==> config.mk <==
export PLATFORM = sky130hd
export DESIGN_NAME = lcd_write_arbiter_flat
export DESIGN_NICKNAME = d
export VERILOG_FILES = /design/src/rtl/lcd_write_arbiter_if.sv /design/src/rtl/lcd_write_arbiter.sv /design/src/flat_wrapper.sv
export SDC_FILE = /design/constraint.sdc
export NUM_CORES = 1
export LEC_CHECK = 0
export CORE_ASPECT_RATIO = 1.75
export CORE_MARGIN = 2
export CORE_UTILIZATION = 30
export CTS_CLUSTER_SIZE = 10
export DETAILED_ROUTE_END_ITERATION = 12
export PLACE_DENSITY_LB_ADDON = 0.25
export SLEW_MARGIN = 10
export SYNTH_ARGS = -nofsm -noshare
export SYNTH_HDL_FRONTEND = slang
export SYNTH_SLANG_ARGS = --single-unit
==> constraint.sdc <==
create_clock -name clk -period 2.8 [get_ports clk]
set_clock_uncertainty 0.2 [all_clocks]
set_input_delay 0.42 -clock clk [delete_from_list [all_inputs] [get_ports clk]]
set_output_delay 0.42 -clock clk [all_outputs]
set_load 0.1 [all_outputs]
==> src/rtl/lcd_write_arbiter_if.sv <==
// Bundles the shared LCD write port: requester handshake plus LCD pins.
// Latency: none, wires only.
// Backpressure: requesters hold req until done; an owner cannot be preempted.
interface lcd_write_arbiter_if;
  logic [2:0]  req;
  logic [2:0]  req_en;
  logic [2:0]  wr_rs;
  logic [23:0] wr_data;
  logic [2:0]  gnt;
  logic [2:0]  done;
  logic        busy;
  logic [1:0]  owner;
  logic        lcd_en;
  logic        lcd_rs;
  logic        lcd_rw;
  logic [7:0]  lcd_data;

  // Display producers: drive requests, observe grant/completion.
  modport master (
    output req, req_en, wr_rs, wr_data,
    input  gnt, done, busy, owner, lcd_en, lcd_rs, lcd_rw, lcd_data
  );

  // Arbiter side: owns the LCD pins and the grant/completion pulses.
  modport slave (
    input  req, req_en, wr_rs, wr_data,
    output gnt, done, busy, owner, lcd_en, lcd_rs, lcd_rw, lcd_data
  );
endinterface

==> src/rtl/lcd_write_arbiter.sv <==
// Round-robin arbiter sharing one HD44780-style write port among three producers.
// Latency: gnt 1 cycle after request; done SETUP+EN+HOLD+EXEC cycles after gnt.
// Backpressure: a single write in flight; other requests wait until the owner gets done.
module lcd_write_arbiter #(
  parameter int SETUP_CYC = 2,
  parameter int EN_CYC    = 12,
  parameter int HOLD_CYC  = 2,
  parameter int EXEC_CYC  = 2000
) (
  input  logic                clk,
  input  logic                rst,
  lcd_write_arbiter_if.slave  bus
);

  localparam int MAX_AB = (SETUP_CYC > EN_CYC)   ? SETUP_CYC : EN_CYC;
  localparam int MAX_CD = (HOLD_CYC  > EXEC_CYC) ? HOLD_CYC  : EXEC_CYC;
  localparam int MAXC   = (MAX_AB > MAX_CD) ? MAX_AB : MAX_CD;
  localparam int CNT_W  = $clog2(MAXC + 1);

  typedef enum logic [2:0] {
    IDLE  = 3'd0,
    SETUP = 3'd1,
    PULSE = 3'd2,
    HOLD  = 3'd3,
    EXEC  = 3'd4
  } state_t;

  state_t             state_q, state_d;
  logic [CNT_W-1:0]   cnt_q, cnt_d;
  logic [2:0]         gnt_q, gnt_d;
  logic [2:0]         done_q, done_d;
  logic               busy_q, busy_d;
  logic [1:0]         owner_q, owner_d;
  logic [1:0]         last_q, last_d;
  logic               en_q, en_d;
  logic               rs_q, rs_d;
  logic [7:0]         dat_q, dat_d;

  logic [2:0]         elig;
  logic [1:0]         c0, c1, c2, pick;

  function automatic logic [1:0] nxt(input logic [1:0] x);
    return (x == 2'd2) ? 2'd0 : x + 2'd1;
  endfunction

  // A requester being handed done this cycle must not be re-granted at this edge.
  assign elig = bus.req & bus.req_en & ~done_q;

  // Round-robin pick: scan the three requesters starting after the last winner.
  always_comb begin
    c0 = nxt(last_q);
    c1 = nxt(c0);
    c2 = nxt(c1);
    if (elig[c0])      pick = c0;
    else if (elig[c1]) pick = c1;
    else               pick = c2;
  end

  // Next-state and registered-output logic for the bus timing sequence.
  always_comb begin
    state_d = state_q;
    cnt_d   = cnt_q;
    gnt_d   = 3'b000;
    done_d  = 3'b000;
    busy_d  = busy_q;
    owner_d = owner_q;
    last_d  = last_q;
    en_d    = en_q;
    rs_d    = rs_q;
    dat_d   = dat_q;
    case (state_q)
      IDLE: begin
        if (|elig) begin
          gnt_d   = 3'b001 << pick;
          owner_d = pick;
          busy_d  = 1'b1;
          rs_d    = bus.wr_rs[pick];
          dat_d   = bus.wr_data[{pick, 3'b000} +: 8];
          last_d  = pick;
          state_d = SETUP;
          cnt_d   = CNT_W'(SETUP_CYC - 1);
        end
      end
      SETUP: begin
        if (cnt_q == '0) begin
          state_d = PULSE;
          en_d    = 1'b1;
          cnt_d   = CNT_W'(EN_CYC - 1);
        end else begin
          cnt_d = cnt_q - CNT_W'(1);
        end
      end
      PULSE: begin
        if (cnt_q == '0) begin
          state_d = HOLD;
          en_d    = 1'b0;
          cnt_d   = CNT_W'(HOLD_CYC - 1);
        end else begin
          cnt_d = cnt_q - CNT_W'(1);
        end
      end
      HOLD: begin
        if (cnt_q == '0) begin
          state_d = EXEC;
          cnt_d   = CNT_W'(EXEC_CYC - 1);
        end else begin
          cnt_d = cnt_q - CNT_W'(1);
        end
      end
      EXEC: begin
        if (cnt_q == '0) begin
          state_d = IDLE;
          done_d  = 3'b001 << owner_q;
          owner_d = 2'd3;
          busy_d  = 1'b0;
        end else begin
          cnt_d = cnt_q - CNT_W'(1);
        end
      end
      default: begin
        state_d = IDLE;
        owner_d = 2'd3;
        busy_d  = 1'b0;
        en_d    = 1'b0;
      end
    endcase
  end

  // State register; reset aborts any transfer silently and drops EN at once.
  always_ff @(posedge clk) begin
    if (!rst) begin
      state_q <= IDLE;
      cnt_q   <= '0;
      gnt_q   <= 3'b000;
      done_q  <= 3'b000;
      busy_q  <= 1'b0;
      owner_q <= 2'd3;
      last_q  <= 2'd2;
      en_q    <= 1'b0;
      rs_q    <= 1'b0;
      dat_q   <= 8'h00;
    end else begin
      state_q <= state_d;
      cnt_q   <= cnt_d;
      gnt_q   <= gnt_d;
      done_q  <= done_d;
      busy_q  <= busy_d;
      owner_q <= owner_d;
      last_q  <= last_d;
      en_q    <= en_d;
      rs_q    <= rs_d;
      dat_q   <= dat_d;
    end
  end

  assign bus.gnt      = gnt_q;
  assign bus.done     = done_q;
  assign bus.busy     = busy_q;
  assign bus.owner    = owner_q;
  assign bus.lcd_en   = en_q;
  assign bus.lcd_rs   = rs_q;
  assign bus.lcd_rw   = 1'b0;
  assign bus.lcd_data = dat_q;

endmodule

==> src/flat_wrapper.sv <==
// flat-port wrapper written by rule: the top's interface ports become plain ports
module lcd_write_arbiter_flat 
#(
  parameter int SETUP_CYC = 2,
  parameter int EN_CYC    = 12,
  parameter int HOLD_CYC  = 2,
  parameter int EXEC_CYC  = 2000
)
  (clk, rst, bus_req, bus_req_en, bus_wr_rs, bus_wr_data, bus_gnt, bus_done, bus_busy, bus_owner, bus_lcd_en, bus_lcd_rs, bus_lcd_rw, bus_lcd_data);
  lcd_write_arbiter_if bus_i ();
  input  logic clk;
  input  logic rst;
  input wire logic [$bits(bus_i.req)-1:0] bus_req;
  input wire logic [$bits(bus_i.req_en)-1:0] bus_req_en;
  input wire logic [$bits(bus_i.wr_rs)-1:0] bus_wr_rs;
  input wire logic [$bits(bus_i.wr_data)-1:0] bus_wr_data;
  output wire logic [$bits(bus_i.gnt)-1:0] bus_gnt;
  output wire logic [$bits(bus_i.done)-1:0] bus_done;
  output wire logic [$bits(bus_i.busy)-1:0] bus_busy;
  output wire logic [$bits(bus_i.owner)-1:0] bus_owner;
  output wire logic [$bits(bus_i.lcd_en)-1:0] bus_lcd_en;
  output wire logic [$bits(bus_i.lcd_rs)-1:0] bus_lcd_rs;
  output wire logic [$bits(bus_i.lcd_rw)-1:0] bus_lcd_rw;
  output wire logic [$bits(bus_i.lcd_data)-1:0] bus_lcd_data;
  assign bus_i.req = bus_req;
  assign bus_i.req_en = bus_req_en;
  assign bus_i.wr_rs = bus_wr_rs;
  assign bus_i.wr_data = bus_wr_data;
  assign bus_gnt = bus_i.gnt;
  assign bus_done = bus_i.done;
  assign bus_busy = bus_i.busy;
  assign bus_owner = bus_i.owner;
  assign bus_lcd_en = bus_i.lcd_en;
  assign bus_lcd_rs = bus_i.lcd_rs;
  assign bus_lcd_rw = bus_i.lcd_rw;
  assign bus_lcd_data = bus_i.lcd_data;
  lcd_write_arbiter #(.SETUP_CYC(SETUP_CYC), .EN_CYC(EN_CYC), .HOLD_CYC(HOLD_CYC), .EXEC_CYC(EXEC_CYC)) u_core (.clk(clk), .rst(rst), .bus(bus_i));
endmodule
Word level (Yosys, flattened, before mapping):

Index checks and enable logic that the tools add are counted.

* register bits: 35
* bits of input ports: 35
* output and inout port bits: 20
* word-level logic and storage cells: 82

* add/sub/neg operators: 4
* order comparisons: 3
* equality and inequality tests: 13
* shift operators: 3
* mux-type cells: 31
* bitwise logic cells: 5
* reductions and logical operators: 13

Operators with widths (number)
* $mux W11: 5
* $pmux W11 S5: 1
* $shiftx A24 B6 Y8: 1
* $mux W3: 5
* $pmux W3 S5: 1
* $reduce_and A3 Y1: 5
* $mux W2: 7
* $logic_not A11 Y1: 1
* $sub A11 B1 Y11 const B: 1
* $ne A2 B1 Y1 const B: 5
* $lt A2 B3 Y1 const B: 3
* $reduce_or A3 Y1: 3
* $add A2 B1 Y2 const B: 3
* $and A3 B3 Y3: 2
* $bmux W1 S2: 3
* $eq A2 B2 Y1 const B: 3
* $eq A3 B2 Y1 const B: 2
* $mux W1: 6
* $pmux W1 S3: 2
* $pmux W2 S3: 1
* $shl A1 B2 Y3 const A: 2
* $reduce_and A5 Y1: 1
* $reduce_bool A5 Y1: 1
* $eq A3 B1 Y1 const B: 1
* 6 further kinds: 7

Depth between registers and ports, before layout:

* depth after elaboration: 10
* gate-level depth with buffers: 10
* gate-level depth less buffers: 8

Worst setup path before layout:

OpenSTA, ideal clock, no wires.

* path kind: register -> register
* from: register u_core.done_q[1] (netlist: u_core.bus.done[1])
* to: register u_core.cnt_q[7]
* library setup time: 73 ps
* data arrival time: 2361 ps
* data required time: 2527 ps
* path slack: 166 ps
* cell stages (with the launch flop): 8
* path buffers: 1
* period minus slack after synthesis: 2634 ps
* cells stage by stage: dfxtp_1 and3b_1 or4_4 a2bb2oi_4 and2_4 buf_6 a31oi_1 o22ai_2

* cells in the longest elaborated chain, start to end: 5

RTL lines
* start, declared: RTL line lcd_write_arbiter.sv:31 `logic [2:0] done_q, done_d;`
* start signal, assigned: RTL line lcd_write_arbiter.sv:146 `done_q <= done_d;`
* $not A3 Y3: RTL line lcd_write_arbiter.sv:47 `assign elig = bus.req & bus.req_en & ~done_q;`
* $and A3 B3 Y3: RTL line lcd_write_arbiter.sv:47
* $reduce_or A3 Y1: RTL line lcd_write_arbiter.sv:73 `if (|elig) begin`
* $ne A2 B1 Y1 (no line)
* $reduce_and A3 Y1 (no line)
* end signal, assigned: RTL line lcd_write_arbiter.sv:144 `cnt_q <= cnt_d;`
* end, declared: RTL line lcd_write_arbiter.sv:29 `logic [CNT_W-1:0] cnt_q, cnt_d;`

No other way between the ends.
A chain may end at the register's enable or synchronous reset.

Final worst setup path:

* from: input bus_req[0]
* to: register u_core.dat_q[2] (netlist: u_core.bus.lcd_data[2])

* cells in the longest elaborated chain, start to end: 7
* elaborated cells between the ends (all ways): 11
* those cells by class: shift: 1; mux: 6; bitwise: 2; reduce/logical: 2

RTL lines
* start, declared: RTL line flat_wrapper.sv:13 `input wire logic [$bits(bus_i.req)-1:0] bus_req;`
* $and A3 B3 Y3 * (2 in a row): RTL line lcd_write_arbiter.sv:47
* $bmux W1 S2: RTL line lcd_write_arbiter.sv:55 `else if (elig[c1]) pick = c1;`
* $mux W1 (implied by the code): RTL line lcd_write_arbiter.sv:55
* $mux W2: RTL line lcd_write_arbiter.sv:55
* $mux W2: RTL line lcd_write_arbiter.sv:54 `if (elig[c0]) pick = c0;`
* $shiftx A24 B6 Y8: RTL line lcd_write_arbiter.sv:78 `dat_d = bus.wr_data[{pick, 3'b000} +: 8];`
* end signal, assigned: RTL line lcd_write_arbiter.sv:152 `dat_q <= dat_d;`
* end, declared: RTL line lcd_write_arbiter.sv:37 `logic [7:0] dat_q, dat_d;`

Every way passes the cells marked *; elsewhere a longest branch is shown, timed or not. The select of a mux whose other input is x is not followed.

==> impl_metrics.yaml <==
placed_design:
  hpwl_um: 4085
  dp_cells: 365
  io_buffer_count: 53
  gp_congestion: 0.8147
  placed_cell_area_mm2: 0.002504
detailed_routing:
  routedWlPerCell_um: 14.50
  firstDrtPassIters: 4
  ant_nets: 0
  wirelength_um: 5408
  dr.first_iter.drc_count: 62
  vias: 1922
  vias_per_cell: 5.153
  drcViolationCount: 0
sta:
  tns_ns: 0
  tightest_slew_ns: 0.6728
  fmax_ghz: 0.4301
  rsz0062_at_grt: "no"
  setup_viol: 0
  finalCriticalPeriod_ns: 2.325
  fin_crit_sh_pct: 83.03
  slew_violations: 0
  hold_viol: 0
  relSlewSlack_pct: 54.90
logic_synthesis:
  synth-edff-count: 0
  yosys_warnings: 0
  synthArstFlopShare_pct: 0
  synth.avg_cell_area_um2: 8.203
  syn_inst: 241
  ys_ff_latch: 35
  synth_nets: 278
  synth.distinct_cells: 51
  ys.flop_type: "dfxtp_1"
  netlist_area_mm2: 0.001977
  ys_seq_area_share_pct: 35.44
critical_path:
  worstRegToRegCells: 8
  worstPathRequired_ns: 2.77
  rr_endpoint: "u_core.cnt_q[7]"
  end_kind: "register"
  rr_startpoint: "u_core.cnt_q[0]"
  endpoint: "u_core.bus.lcd_data[2]"
  cp-start-kind: "primary input"
  reg2reg_slack_ns: 0.59
  cp-startpoint: "bus_req[0]"
  path_class: "in -> reg"
  cp_max_fo: 13
  arrival_ns: 2.29
finish:
  drive_above_1_share_pct: 15.46
  layout_commonest_cell: "dfxtp_1"
  fin_util_pct: 41.57
  stdcell_count: 373
  nets: 327
  area_delta_synth_final_pct: 35.44
  fin_area_mm2: 0.002678
  n_antenna_cell: 0
  final_cell_mix: "dfxtp_1, clkdlybuf4s50_1, nand2_1, buf_4"
  num-fill-cells: 687
clocking:
  insertion_delay_ns: 0.27
  cts.root.buffer_cell: "clkbuf_16"
  cts_buffers: 5
  cts_setup_buffers: 0
  path_clk_slew_ns: 0.06
  cts_tree: "built"
  ctsResizeCount: 0
  h-tree-depth: 2
  cts_hold_buf: 0
  cts_buffer_depth: 2
  cts.sinks: 35
floorplan:
  fp.dieW_um: 65.37
  top_level_ports: 55
  row_count: 39
  fp.dieH_um: 111.4
  core_area_mm2: 0.006441
  start_util_pct: 30.69
  dieArea_mm2: 0.007281
power:
  power_leakage_nw: 1.075
  p_int_w: 0.001633
  powerDensity_mw_per_mm2: 1129
  switchingPower_w: 0.001389
  combPwrFrac_pct: 52.9
  p_sw_share_pct: 45.96
  vdd_ir_drop_max_uv: 392.7
  seqPwrFrac_pct: 25.7
  clkPwrFrac_pct: 21.4
global_route:
  grt_pass1_wl_um: 8963
  grt_pass1_vias: 1874
  grt_use_total_pct: 15.62
  antenna_found_initial: 0
  overflow: 0
  grt_max_degree: 39
outcome:
  status: "finished, final reports clean"
hold_path:
  min_from: "u_core.bus.lcd_data[6]"
  min_path_type: "reg -> reg"
job:
  drv_cap: 0
critical path, cell delays in order:
cell and delay (ns):
clkdlybuf4s50_1 0.41, and3b_1 0.22, nor4b_1 0.43, or3_1 0.43, o21ai_0 0.16, a32o_1 0.22
synth_stat cells (2+ instances only):
master    instances  share of area [%]
o21ai_0          18                4.6
or3_1             4                1.3
dfxtp_1          35                 35
a21oi_1          18                4.6
nor4_1            2               0.63
and3_1            5                1.6
o211ai_1          8                3.0
a32o_1            3                1.5
nand2_1          26                4.9
buf_2             5                1.3
xor2_1            2               0.89
buf_4             3                1.1
nand3_1           9                2.3
nor2_1           16                3.0
nor3b_1           8                3.0
nor2b_1           5                1.6
xnor2_1           3                1.3
ha_1              2                1.3
o22ai_1           2               0.63
nand4_1           4                1.3
buf_6             2                1.1
inv_1             5               0.95
o21ai_1           4                1.0
and2_1            3               0.95
nor3_1            5                1.3
nor3_2            3                1.5
mux2i_1           5                2.5
clkbuf_1          5               0.95
and3b_1           3                1.3
nand3b_1          3                1.1
a31o_2            5                2.2
logic make-up (layout without fill, tap and decap cells):
kind of cell,Yosys count,in the layout,share of synthesized area [%]
XOR/XNOR,5,5,2.216
flip-flops,35,35,35.44
adder cells (fa/ha/maj),2,2,1.266
other,1,1,0.1897
AO/OA/AOI/OAI,70,70,23.93
AND/OR/NAND/NOR,103,103,28.99
multiplexers,5,5,2.532
buffers and inverters,20,70,5.443
final cells by class:
class | instances | area [um2] | area share [%]
Inverter | 5 | 18.77 | 0.7009
Timing Repair Buffer | 57 | 513.0 | 19.16
Tap cell | 82 | 102.6 | 3.832
Multi-Input combinational cell | 186 | 1169 | 43.64
Clock inverter | 2 | 35.03 | 1.308
Sequential cell | 35 | 700.7 | 26.17
Clock buffer | 6 | 138.9 | 5.187
registers in the layout, summed over array words and instances, names as in the netlist:
register / cells
u_core.cnt_q: 11
u_core.bus.lcd_data: 8
u_core.bus.done: 3
u_core.bus.gnt: 3
u_core.state_q: 3
u_core.bus.owner: 2
u_core.last_q: 2
u_core.bus.busy: 1
u_core.bus.lcd_en: 1
u_core.bus.lcd_rs: 1
per-stage QoR:
stage	hold slack, ns	worst slack [ns]	power (W)
6_report	0.2849	0.4751	0.003022
5_1_grt	0.3011	0.3193	0.003235
3_5_place_dp	0.2758	0.1853	0.002384
3_3_place_gp	0.2717	0.2125	0.002375
4_1_cts	0.2885	0.4657	0.003043
2_1_floorplan	0.2741	0.1658	0.002076
routing by layer:
metal  wire (um)  track usage [%]  part of all wire [%]
met1        2166            17.33                    40
met2        2944            28.50                    54
met3         158            2.727                   2.9
met4         138            6.250                   2.6
met5           0                0                     0
power groups by stage:
stage | sequential, W | combinational [W] | clock (W)
3_3_place_gp | 0.000782 | 0.00159 | 0
3_5_place_dp | 0.000783 | 0.00160 | 0
4_1_cts | 0.000775 | 0.00161 | 0.000661
5_1_grt | 0.000797 | 0.00175 | 0.000683
2_1_floorplan | 0.00110 | 0.000973 | 0
6_report | 0.000776 | 0.00160 | 0.000646
how the worst min path moves through the flow:
stage	end	depth (start not counted)
6_report	u_core.bus.lcd_data[6]	1
5_1_grt	u_core.bus.lcd_data[6]	1
4_1_cts	u_core.bus.lcd_data[6]	1
3_5_place_dp	u_core.bus.lcd_data[6]	1
3_3_place_gp	u_core.bus.lcd_data[6]	1
2_1_floorplan	u_core.cnt_q[10]	2
No activity file was read; power rests on OpenSTA's default activity.
